File: src/rtl/axis_stream_fifo_pkg.sv
`default_nettype none
// ============================================================================
//  Package     : axis_stream_fifo_pkg
//  Description : Shared defaults and width helpers for the AXI4-Stream
//                buffer and its storage array.
//  Revision    : 1.0 - initial release
// ============================================================================
package axis_stream_fifo_pkg;

  // Default stream data width in bits (always a multiple of 8).
  localparam int DEFAULT_DATA_WIDTH = 32;

  // Default number of beat entries (power of two, >= 2).
  localparam int DEFAULT_DEPTH = 16;

  // One TKEEP bit per data byte.
  function automatic int keep_width(input int data_width);
    return data_width / 8;
  endfunction

  // Width of a stored beat: {tdata, tkeep, tlast}.
  function automatic int beat_width(input int data_width);
    return data_width + keep_width(data_width) + 1;
  endfunction

endpackage : axis_stream_fifo_pkg
`default_nettype wire

File: src/rtl/axis_fifo_ram.sv
`default_nettype none
// ============================================================================
//  Module      : axis_fifo_ram
//  Description : DEPTH x WIDTH beat storage. Synchronous write port,
//                asynchronous (combinational) read port so that the owner can
//                present the head entry first-word-fall-through. The array
//                content is deliberately not reset.
//  Revision    : 1.0 - initial release
//
//  Ports
//    clk      in   1        write clock
//    wr_en    in   1        write strobe
//    wr_addr  in   ADDR_W   write address
//    wr_data  in   WIDTH    write data
//    rd_addr  in   ADDR_W   read address
//    rd_data  out  WIDTH    read data (combinational from rd_addr)
// ============================================================================
module axis_fifo_ram
  import axis_stream_fifo_pkg::*;
#(
  parameter  int WIDTH  = beat_width(DEFAULT_DATA_WIDTH),
  parameter  int DEPTH  = DEFAULT_DEPTH,
  localparam int ADDR_W = $clog2(DEPTH)
) (
  input  logic              clk,
  input  logic              wr_en,
  input  logic [ADDR_W-1:0] wr_addr,
  input  logic [WIDTH-1:0]  wr_data,
  input  logic [ADDR_W-1:0] rd_addr,
  output logic [WIDTH-1:0]  rd_data
);

  logic [WIDTH-1:0] r_mem [DEPTH];

  always_ff @(posedge clk) begin
    if (wr_en) begin
      r_mem[wr_addr] <= wr_data;
    end
  end

  assign rd_data = r_mem[rd_addr];

endmodule : axis_fifo_ram
`default_nettype wire

File: src/rtl/axis_stream_fifo.sv
`default_nettype none
// ============================================================================
//  Module      : axis_stream_fifo
//  Description : Parametrised AXI4-Stream elastic buffer. Cut-through
//                (first-word fall-through) by default; optional
//                store-and-forward mode that only releases complete packets,
//                with a full-buffer override so packets longer than the
//                buffer still drain instead of deadlocking.
//  Revision    : 1.0 - initial release
//
//  Ports
//    axi_aclk       in   1           clock
//    axi_reset      in   1           asynchronous active-high reset
//    s_axis_tdata   in   DATA_WIDTH  input beat data
//    s_axis_tkeep   in   KEEP_WIDTH  input byte qualifiers
//    s_axis_tlast   in   1           input end of packet
//    s_axis_tvalid  in   1           input beat valid
//    s_axis_tready  out  1           buffer can accept a beat (registered)
//    m_axis_tdata   out  DATA_WIDTH  output beat data
//    m_axis_tkeep   out  KEEP_WIDTH  output byte qualifiers
//    m_axis_tlast   out  1           output end of packet
//    m_axis_tvalid  out  1           output beat valid
//    m_axis_tready  in   1           downstream accepts
//    fill_level     out  CNT_W       stored beats
//    pkt_count      out  CNT_W       stored beats carrying TLAST
// ============================================================================
module axis_stream_fifo
  import axis_stream_fifo_pkg::*;
#(
  parameter  int DATA_WIDTH  = DEFAULT_DATA_WIDTH,
  parameter  int DEPTH       = DEFAULT_DEPTH,
  parameter  int PACKET_MODE = 0,
  localparam int KEEP_WIDTH  = keep_width(DATA_WIDTH),
  localparam int CNT_W       = $clog2(DEPTH) + 1
) (
  input  logic                  axi_aclk,
  input  logic                  axi_reset,

  input  logic [DATA_WIDTH-1:0] s_axis_tdata,
  input  logic [KEEP_WIDTH-1:0] s_axis_tkeep,
  input  logic                  s_axis_tlast,
  input  logic                  s_axis_tvalid,
  output logic                  s_axis_tready,

  output logic [DATA_WIDTH-1:0] m_axis_tdata,
  output logic [KEEP_WIDTH-1:0] m_axis_tkeep,
  output logic                  m_axis_tlast,
  output logic                  m_axis_tvalid,
  input  logic                  m_axis_tready,

  output logic [CNT_W-1:0]      fill_level,
  output logic [CNT_W-1:0]      pkt_count
);

  localparam int               c_addr_w = $clog2(DEPTH);
  localparam int               c_beat_w = beat_width(DATA_WIDTH);
  localparam logic [CNT_W-1:0] c_full   = CNT_W'(DEPTH);

  typedef struct packed {
    logic [DATA_WIDTH-1:0] tdata;
    logic [KEEP_WIDTH-1:0] tkeep;
    logic                  tlast;
  } axis_beat_t;

  // --------------------------------------------------------------------------
  // State
  // --------------------------------------------------------------------------
  logic [c_addr_w-1:0] r_wr_ptr;
  logic [c_addr_w-1:0] r_rd_ptr;
  logic [CNT_W-1:0]    r_fill;
  logic [CNT_W-1:0]    r_pkt;
  logic                r_s_ready;

  // --------------------------------------------------------------------------
  // Handshake and next-state arithmetic
  // --------------------------------------------------------------------------
  logic                w_push;
  logic                w_pop;
  logic                w_m_valid;
  logic [CNT_W-1:0]    w_fill_next;
  logic [CNT_W-1:0]    w_pkt_next;
  axis_beat_t          w_wr_beat;
  axis_beat_t          w_rd_beat;
  logic [c_beat_w-1:0] w_rd_data;

  assign w_push = s_axis_tvalid & r_s_ready;
  assign w_pop  = w_m_valid & m_axis_tready;

  assign w_fill_next = r_fill + CNT_W'(w_push) - CNT_W'(w_pop);
  assign w_pkt_next  = r_pkt
                     + CNT_W'(w_push & s_axis_tlast)
                     - CNT_W'(w_pop & w_rd_beat.tlast);

  assign w_wr_beat.tdata = s_axis_tdata;
  assign w_wr_beat.tkeep = s_axis_tkeep;
  assign w_wr_beat.tlast = s_axis_tlast;

  // --------------------------------------------------------------------------
  // Pointers, counters and registered ready.
  // Ready is derived from the next fill level so it is a clean flop output;
  // the price is a one-cycle bubble after a pop at full.
  // --------------------------------------------------------------------------
  always_ff @(posedge axi_aclk or posedge axi_reset) begin
    if (axi_reset) begin
      r_wr_ptr  <= '0;
      r_rd_ptr  <= '0;
      r_fill    <= '0;
      r_pkt     <= '0;
      r_s_ready <= 1'b0;
    end else begin
      if (w_push) begin
        r_wr_ptr <= r_wr_ptr + c_addr_w'(1);
      end
      if (w_pop) begin
        r_rd_ptr <= r_rd_ptr + c_addr_w'(1);
      end
      r_fill    <= w_fill_next;
      r_pkt     <= w_pkt_next;
      r_s_ready <= (w_fill_next != c_full);
    end
  end

  // --------------------------------------------------------------------------
  // Output valid generation
  // --------------------------------------------------------------------------
  generate
    if (PACKET_MODE != 0) begin : g_packet
      // Set once the buffer has filled without a complete packet; keeps the
      // oversize packet streaming cut-through after the first pop drops the
      // level below full. Cleared when that packet's TLAST leaves or the
      // buffer drains, after which complete-packet gating resumes.
      logic r_release;

      always_ff @(posedge axi_aclk or posedge axi_reset) begin
        if (axi_reset) begin
          r_release <= 1'b0;
        end else if ((w_pop && w_rd_beat.tlast) || (w_fill_next == '0)) begin
          r_release <= 1'b0;
        end else if (r_fill == c_full) begin
          r_release <= 1'b1;
        end
      end

      assign w_m_valid = (r_fill != '0) &&
                         ((r_pkt != '0) || (r_fill == c_full) || r_release);
    end else begin : g_cut_through
      assign w_m_valid = (r_fill != '0);
    end
  endgenerate

  // --------------------------------------------------------------------------
  // Storage
  // --------------------------------------------------------------------------
  axis_fifo_ram #(
    .WIDTH (c_beat_w),
    .DEPTH (DEPTH)
  ) u_ram (
    .clk     (axi_aclk),
    .wr_en   (w_push),
    .wr_addr (r_wr_ptr),
    .wr_data (w_wr_beat),
    .rd_addr (r_rd_ptr),
    .rd_data (w_rd_data)
  );

  assign w_rd_beat = axis_beat_t'(w_rd_data);

  // --------------------------------------------------------------------------
  // Outputs
  // --------------------------------------------------------------------------
  assign s_axis_tready = r_s_ready;
  assign m_axis_tvalid = w_m_valid;
  assign m_axis_tdata  = w_rd_beat.tdata;
  assign m_axis_tkeep  = w_rd_beat.tkeep;
  assign m_axis_tlast  = w_rd_beat.tlast;
  assign fill_level    = r_fill;
  assign pkt_count     = r_pkt;

endmodule : axis_stream_fifo
`default_nettype wire

File: config.mk
export PLATFORM = sky130hd
export DESIGN_NAME = axis_stream_fifo
export DESIGN_NICKNAME = d
export VERILOG_FILES = /design/src/rtl/axis_stream_fifo_pkg.sv /design/src/rtl/axis_fifo_ram.sv /design/src/rtl/axis_stream_fifo.sv
export SDC_FILE = /design/constraint.sdc
export NUM_CORES = 1
export LEC_CHECK = 0
export CAP_MARGIN = 20
export CORE_UTILIZATION = 65
export CTS_CLUSTER_SIZE = 8
export DETAILED_ROUTE_END_ITERATION = 8
export PLACE_DENSITY = 0.89
export SYNTH_ARGS = -nofsm -noshare
export SYNTH_HDL_FRONTEND = slang
export SYNTH_SLANG_ARGS = --single-unit
File: constraint.sdc
create_clock -name axi_aclk -period 6.6 [get_ports axi_aclk]
set_input_delay 1.32 -clock axi_aclk [delete_from_list [all_inputs] [get_ports axi_aclk]]
set_output_delay 1.32 -clock axi_aclk [all_outputs]
set_load 0.01 [all_outputs]
* Word-level counts from Yosys, hierarchy flattened
Memory sizes are Yosys's and may differ from the RTL's. Cells that the tools add are included.
Cells by class: multipliers 0, shift operators 0, mux-type cells 2, reduce and logical (&&, ||, !) cells 1, divide/modulo/power cells 0, magnitude comparators 0, add/sub/neg operators 6, equal/unequal tests 1, bitwise operators 4
Operator list (number):
- adder 5 x 1 -> 5 bit | 2
- subtractor 5 x 1 -> 5 bit | 2
- adder 4 x 1 -> 4 bit (second input constant) | 2
- != test 5 bit (second input constant) | 1
- nonzero test 5 bit | 1
- bitwise AND 1 bit | 4
- two-way mux 1 bit | 2
Word-level totals: output and inout bits 49, latch bits 0, input port bits 41, bits in registers 19, bits in writable memories 592, bits in read-only memories 0, logic and storage cells 20, memories 1
Memory list:
- u_ram.r_mem | words 16, bits a word 37, read ports 1, clocked after Yosys merged registers in 0, wr ports 1, RTL line axis_fifo_ram.sv:33 | logic [WIDTH-1:0] r_mem [DEPTH];

* Logic depth before layout (Yosys ltp)
depth in word-level cells 4, gate-level depth with buffers 15, mapped depth without buffers 15

* Hierarchy
Synthesis repeated with hierarchy kept, for this count alone.
Second synthesis, totals: cell total of the unflattened synthesis 1015, area, all modules 23231.0 µm²
Modules (own cells, without submodules):
- axis_fifo_ram | area an instance 22201.3 µm², cells each 926, sequential area each 17777.0 µm², times used 1
- axis_stream_fifo | area an instance 1029.7 µm², cells each 89, sequential area each 475.5 µm², times used 1

* Worst setup path before layout
OpenSTA, ideal clock, no wires.
kind input-to-reg, from in s_axis_tvalid, to mem u_ram.r_mem[10][0] (netlist bit), enable pin, data required time 6.202 ns, arrival 2.683 ns, library setup time 0.398 ns, cell stages on the path 3, path slack 3.519 ns, path buffers 0, cells stage by stage nand2_1 -> nor3b_1 -> and2_1
Between the ends: word-level cells in the longest chain between the ends 3
Ends and longest elaborated chain:
- start, declared | RTL line axis_stream_fifo.sv:42 | input logic s_axis_tvalid,
- bitwise AND 1 bit | RTL line axis_stream_fifo.sv:86 | assign w_push = s_axis_tvalid & r_s_ready;
- two-way mux 1 bit | RTL line axis_fifo_ram.sv:36 | if (wr_en) begin
- two-way mux 1 bit (implied by the code) | RTL line axis_fifo_ram.sv:37 | r_mem[wr_addr] <= wr_data;
- end, declared | RTL line axis_fifo_ram.sv:33
No other way between the ends.

* Final worst setup path
from reg r_rd_ptr[0], to out m_axis_tdata[0]
Between the ends: word-level cells in the longest chain between the ends 1
Ends and longest elaborated chain:
- start, declared | RTL line axis_stream_fifo.sv:69 | logic [c_addr_w-1:0] r_rd_ptr;
- start signal, assigned | RTL line axis_stream_fifo.sv:115 | r_rd_ptr <= r_rd_ptr + c_addr_w'(1);
- memory read (16 x 37 bit)
- end, declared | RTL line axis_stream_fifo.sv:45 | output logic [DATA_WIDTH-1:0] m_axis_tdata,
No other way between the ends.

==> results.toml <==
[outcome]
status = "finished, final reports clean"

[worst_setup_path]
cp-end-kind = "output port"
timing.rr.end = "pkt_count[4]$_DFF_PP0_"
worstPathCellList = "buf_12, mux4_2, a22oi_1, nand2_1, clkdlybuf4s50_1"
reg2reg_depth = 13
arrival_ns = 3.64
slowest_stage = "dfrtp_4"
crit_path_start_kind = "flop"
r2r-start = "r_rd_ptr[2]$_DFFE_PP0P_"
reg2reg_slack_ns = 2.98
worst_path_largest_cell_delay_ns = 0.92
crit_family = "buffers and inverters"
path_buf_inv = 2
cp.required_ns = 5.28
crit_fanout = 62
path_class = "flop to output port"

[logic_synthesis]
ys_ff_latch = 611
yosysSeqAreaShare_pct = 78.4
synth_edf_count = 592
postSynthAreaPerCell_um2 = 22.8
ys.flop_type = "edfxtp_1"
netlist_area_um2 = 23300
synthesis.nets = 1082
yosysWarningCount = 0
ys_async_sr_fraction_pct = 3.11
synthDistinctLibCells = 33
synthCells = 1023

[clocking]
clkTransAtPathRegs_ns = 0.05
cts_hold_buf = 0
clk_latency_ns = 0.60
cts_resized = 0
cts_root_buf = "clkbuf_16"
cts_made_buffers = 86
cts.path.max_buffers = 3
cts_tree = "done"
cts_sinks = 611
h-tree-depth = 3
cts_setup_buffers = 0

[layout]
drive_gt1_share_pct = 24.2
fillers = 1650
antenna-diode-count = 0
fin_util_pct = 77.7
fin_cells = 1651
nets = 1233
fin_area_um2 = 27100
area_growth_pct = 16.4

[placed_design]
place_area_um2 = 24700
port_buffers = 89
pre_cts_slack_ns = 2.28
dp_cells = 1540
hpwl_um = 25600
gp_congestion = 0.726

[power_and_ir_drop]
vdd_drop_max_v = 0.000321
powerDensity_nw_per_um2 = 471
total_power_mw = 12.8
p_leak_nw = 8.85

[timing]
whs_ns = 0.512
grt_setup_unrepaired = "false"
slew_violations = 0
fin_crit_sh_pct = 75.2
finalSetupViolCount = 0
finClkSkew_ns = 0.0277
post-route-worst-setup-slack_ns = 1.64
slew_headroom_pct = 41.0
tns_ns = 0
hold_viol = 0
final.min_clock_period_ns = 4.96
worstMarginPinSlew_ns = 0.883
fmax_mhz = 201

[detailed_routing]
wl_per_cell_um = 35.5
drt_iter0_drc = 1503
ant_nets = 0
wl_met3_um = 5830
wl_met1_um = 20500
highest_layer = "met4"
finalWirelength_um = 58600
drcViolationCount = 0
wl_met2_um = 29800
vias_per_cell = 7.29
num_vias = 12000
first_pass_iters = 5

[hold_path]
min_path_type = "flop to flop"
min_to = "pkt_count[0]$_DFF_PP0_"
min_from = "pkt_count[0]$_DFF_PP0_"
min_path_cells = 1

[floorplanning]
coreArea_um2 = 34900
pin_count = 90
initial_core_util_pct = 66.8
die_h_um = 191
die_area_um2 = 36600
die_w_um = 191
fp-row-count = 68

[global_routing]
grt_pass1_wl_um = 84900
antenna_found_initial = 0
grt_overflow_total = 0
grt_pass1_vias = 12800
grt_max_degree = 63
track_usage_pct = 33.7

[job]
max_cap_violations = 0
==> logic make-up (layout without fill, tap and decap cells) <==
logic type / Yosys count / after routing / synth area share (%)
buffers and inverters: 71 / 244 / 1.52
multiplexers: 149 / 149 / 14.4
XOR/XNOR: 14 / 14 / 0.526
AND/OR/NAND/NOR: 78 / 78 / 1.61
flip-flops: 611 / 611 / 78.4
adder cells (fa/ha/maj): 18 / 18 / 1.03
AO/OA/AOI/OAI: 82 / 82 / 2.59
==> synth_stat cells (4+ instances only) <==
library cell    n  area [um2]
a21oi_1         4        20.0
a22oi_1        72         541
and2_1         13        81.3
and3_1          5        31.3
buf_2          12        60.1
buf_4           5        37.5
buf_6           7        78.8
clkbuf_1       23        86.3
dfrtp_1        19         475
edfxtp_1      592       17800
ha_1           16         200
inv_1          20        75.1
mux4_2        148        3330
nand2_1        43         161
nor2b_1         4        25.0
xnor2_1        12         105
==> registers in the layout, summed over array words and instances, names as in the netlist <==
register       flops
s_axis_tready      1
r_rd_ptr           4
pkt_count          5
r_wr_ptr           4
u_ram.r_mem      592
fill_level         5
==> worst reg2reg max path, stage by stage (launching register included) <==
cell,delay (ns)
dfrtp_1,0.74
mux4_2,0.58
nor2b_1,0.15
a211oi_1,0.37
nor3_1,0.15
ha_1,0.30
inv_1,0.06
ha_1,0.16
inv_1,0.06
fa_1,0.42
inv_1,0.07
a21o_1,0.12
a21oi_1,0.09
xnor2_1,0.24
==> power breakdown <==
part / switching [mW] / internal, mW / total, mW / leakage [nW]
sequential: 0.340 / 4.75 / 5.09 / 5.57
combinational: 1.94 / 1.76 / 3.70 / 2.14
clock: 1.59 / 2.39 / 3.98 / 1.14
total: 3.87 / 8.90 / 12.8 / 8.85
==> layout make-up <==
| type | count | area (um2) | area share, % |
|---|---|---|---|
| clock buffer | 104 | 2260 | 8.34 |
| clock inverter | 6 | 92.6 | 0.341 |
| inverter | 20 | 75.1 | 0.277 |
| multi-input combinational | 341 | 4730 | 17.4 |
| sequential | 611 | 18300 | 67.3 |
| tap | 455 | 569 | 2.10 |
| timing repair buffer | 114 | 1130 | 4.16 |
==> worst max path at each step <==
stage / start / to / slack (ns) / cells past startpoint
6_report: r_rd_ptr[0]$_DFFE_PP0P_ / m_axis_tdata[0] / 1.64 / 5
2_1_floorplan: s_axis_tvalid / u_ram.r_mem[10][0]$_DFFE_PP_ / 3.52 / 3
5_1_grt: r_rd_ptr[0]$_DFFE_PP0P_ / m_axis_tdata[8] / 1.44 / 5
3_3_place_gp: r_rd_ptr[0]$_DFFE_PP0P_ / m_axis_tdata[0] / 2.38 / 5
4_1_cts: r_rd_ptr[0]$_DFFE_PP0P_ / m_axis_tdata[0] / 1.57 / 5
3_5_place_dp: r_rd_ptr[0]$_DFFE_PP0P_ / m_axis_tdata[0] / 2.28 / 5
==> cells in the final DEF, fill, tap and decap left out, types with 2 or more instances in the layout <==
master	instances
dfrtp_1	17
a21oi_1	4
a22oi_1	72
ha_1	16
xnor2_1	12
xor2_1	2
fa_1	2
a21o_1	3
nand2_1	43
dfrtp_4	2
clkbuf_16	88
and2_2	13
nor3_1	3
buf_12	4
clkdlybuf4s50_1	89
edfxtp_1	592
and3_2	4
inv_16	3
mux4_2	148
nand3_1	3
clkbuf_1	16
nor2b_4	2
buf_4	21
inv_1	20
nor2b_1	2
==> metal layers <==
metal  GRT usage, %  vias to the layer above
li1               -                     4577
met1           43.7                     6287
met2           55.6                      990
met3           7.14                      183
met4           15.3                        0
met5              0                        -
No activity file was read; power rests on OpenSTA's default activity.
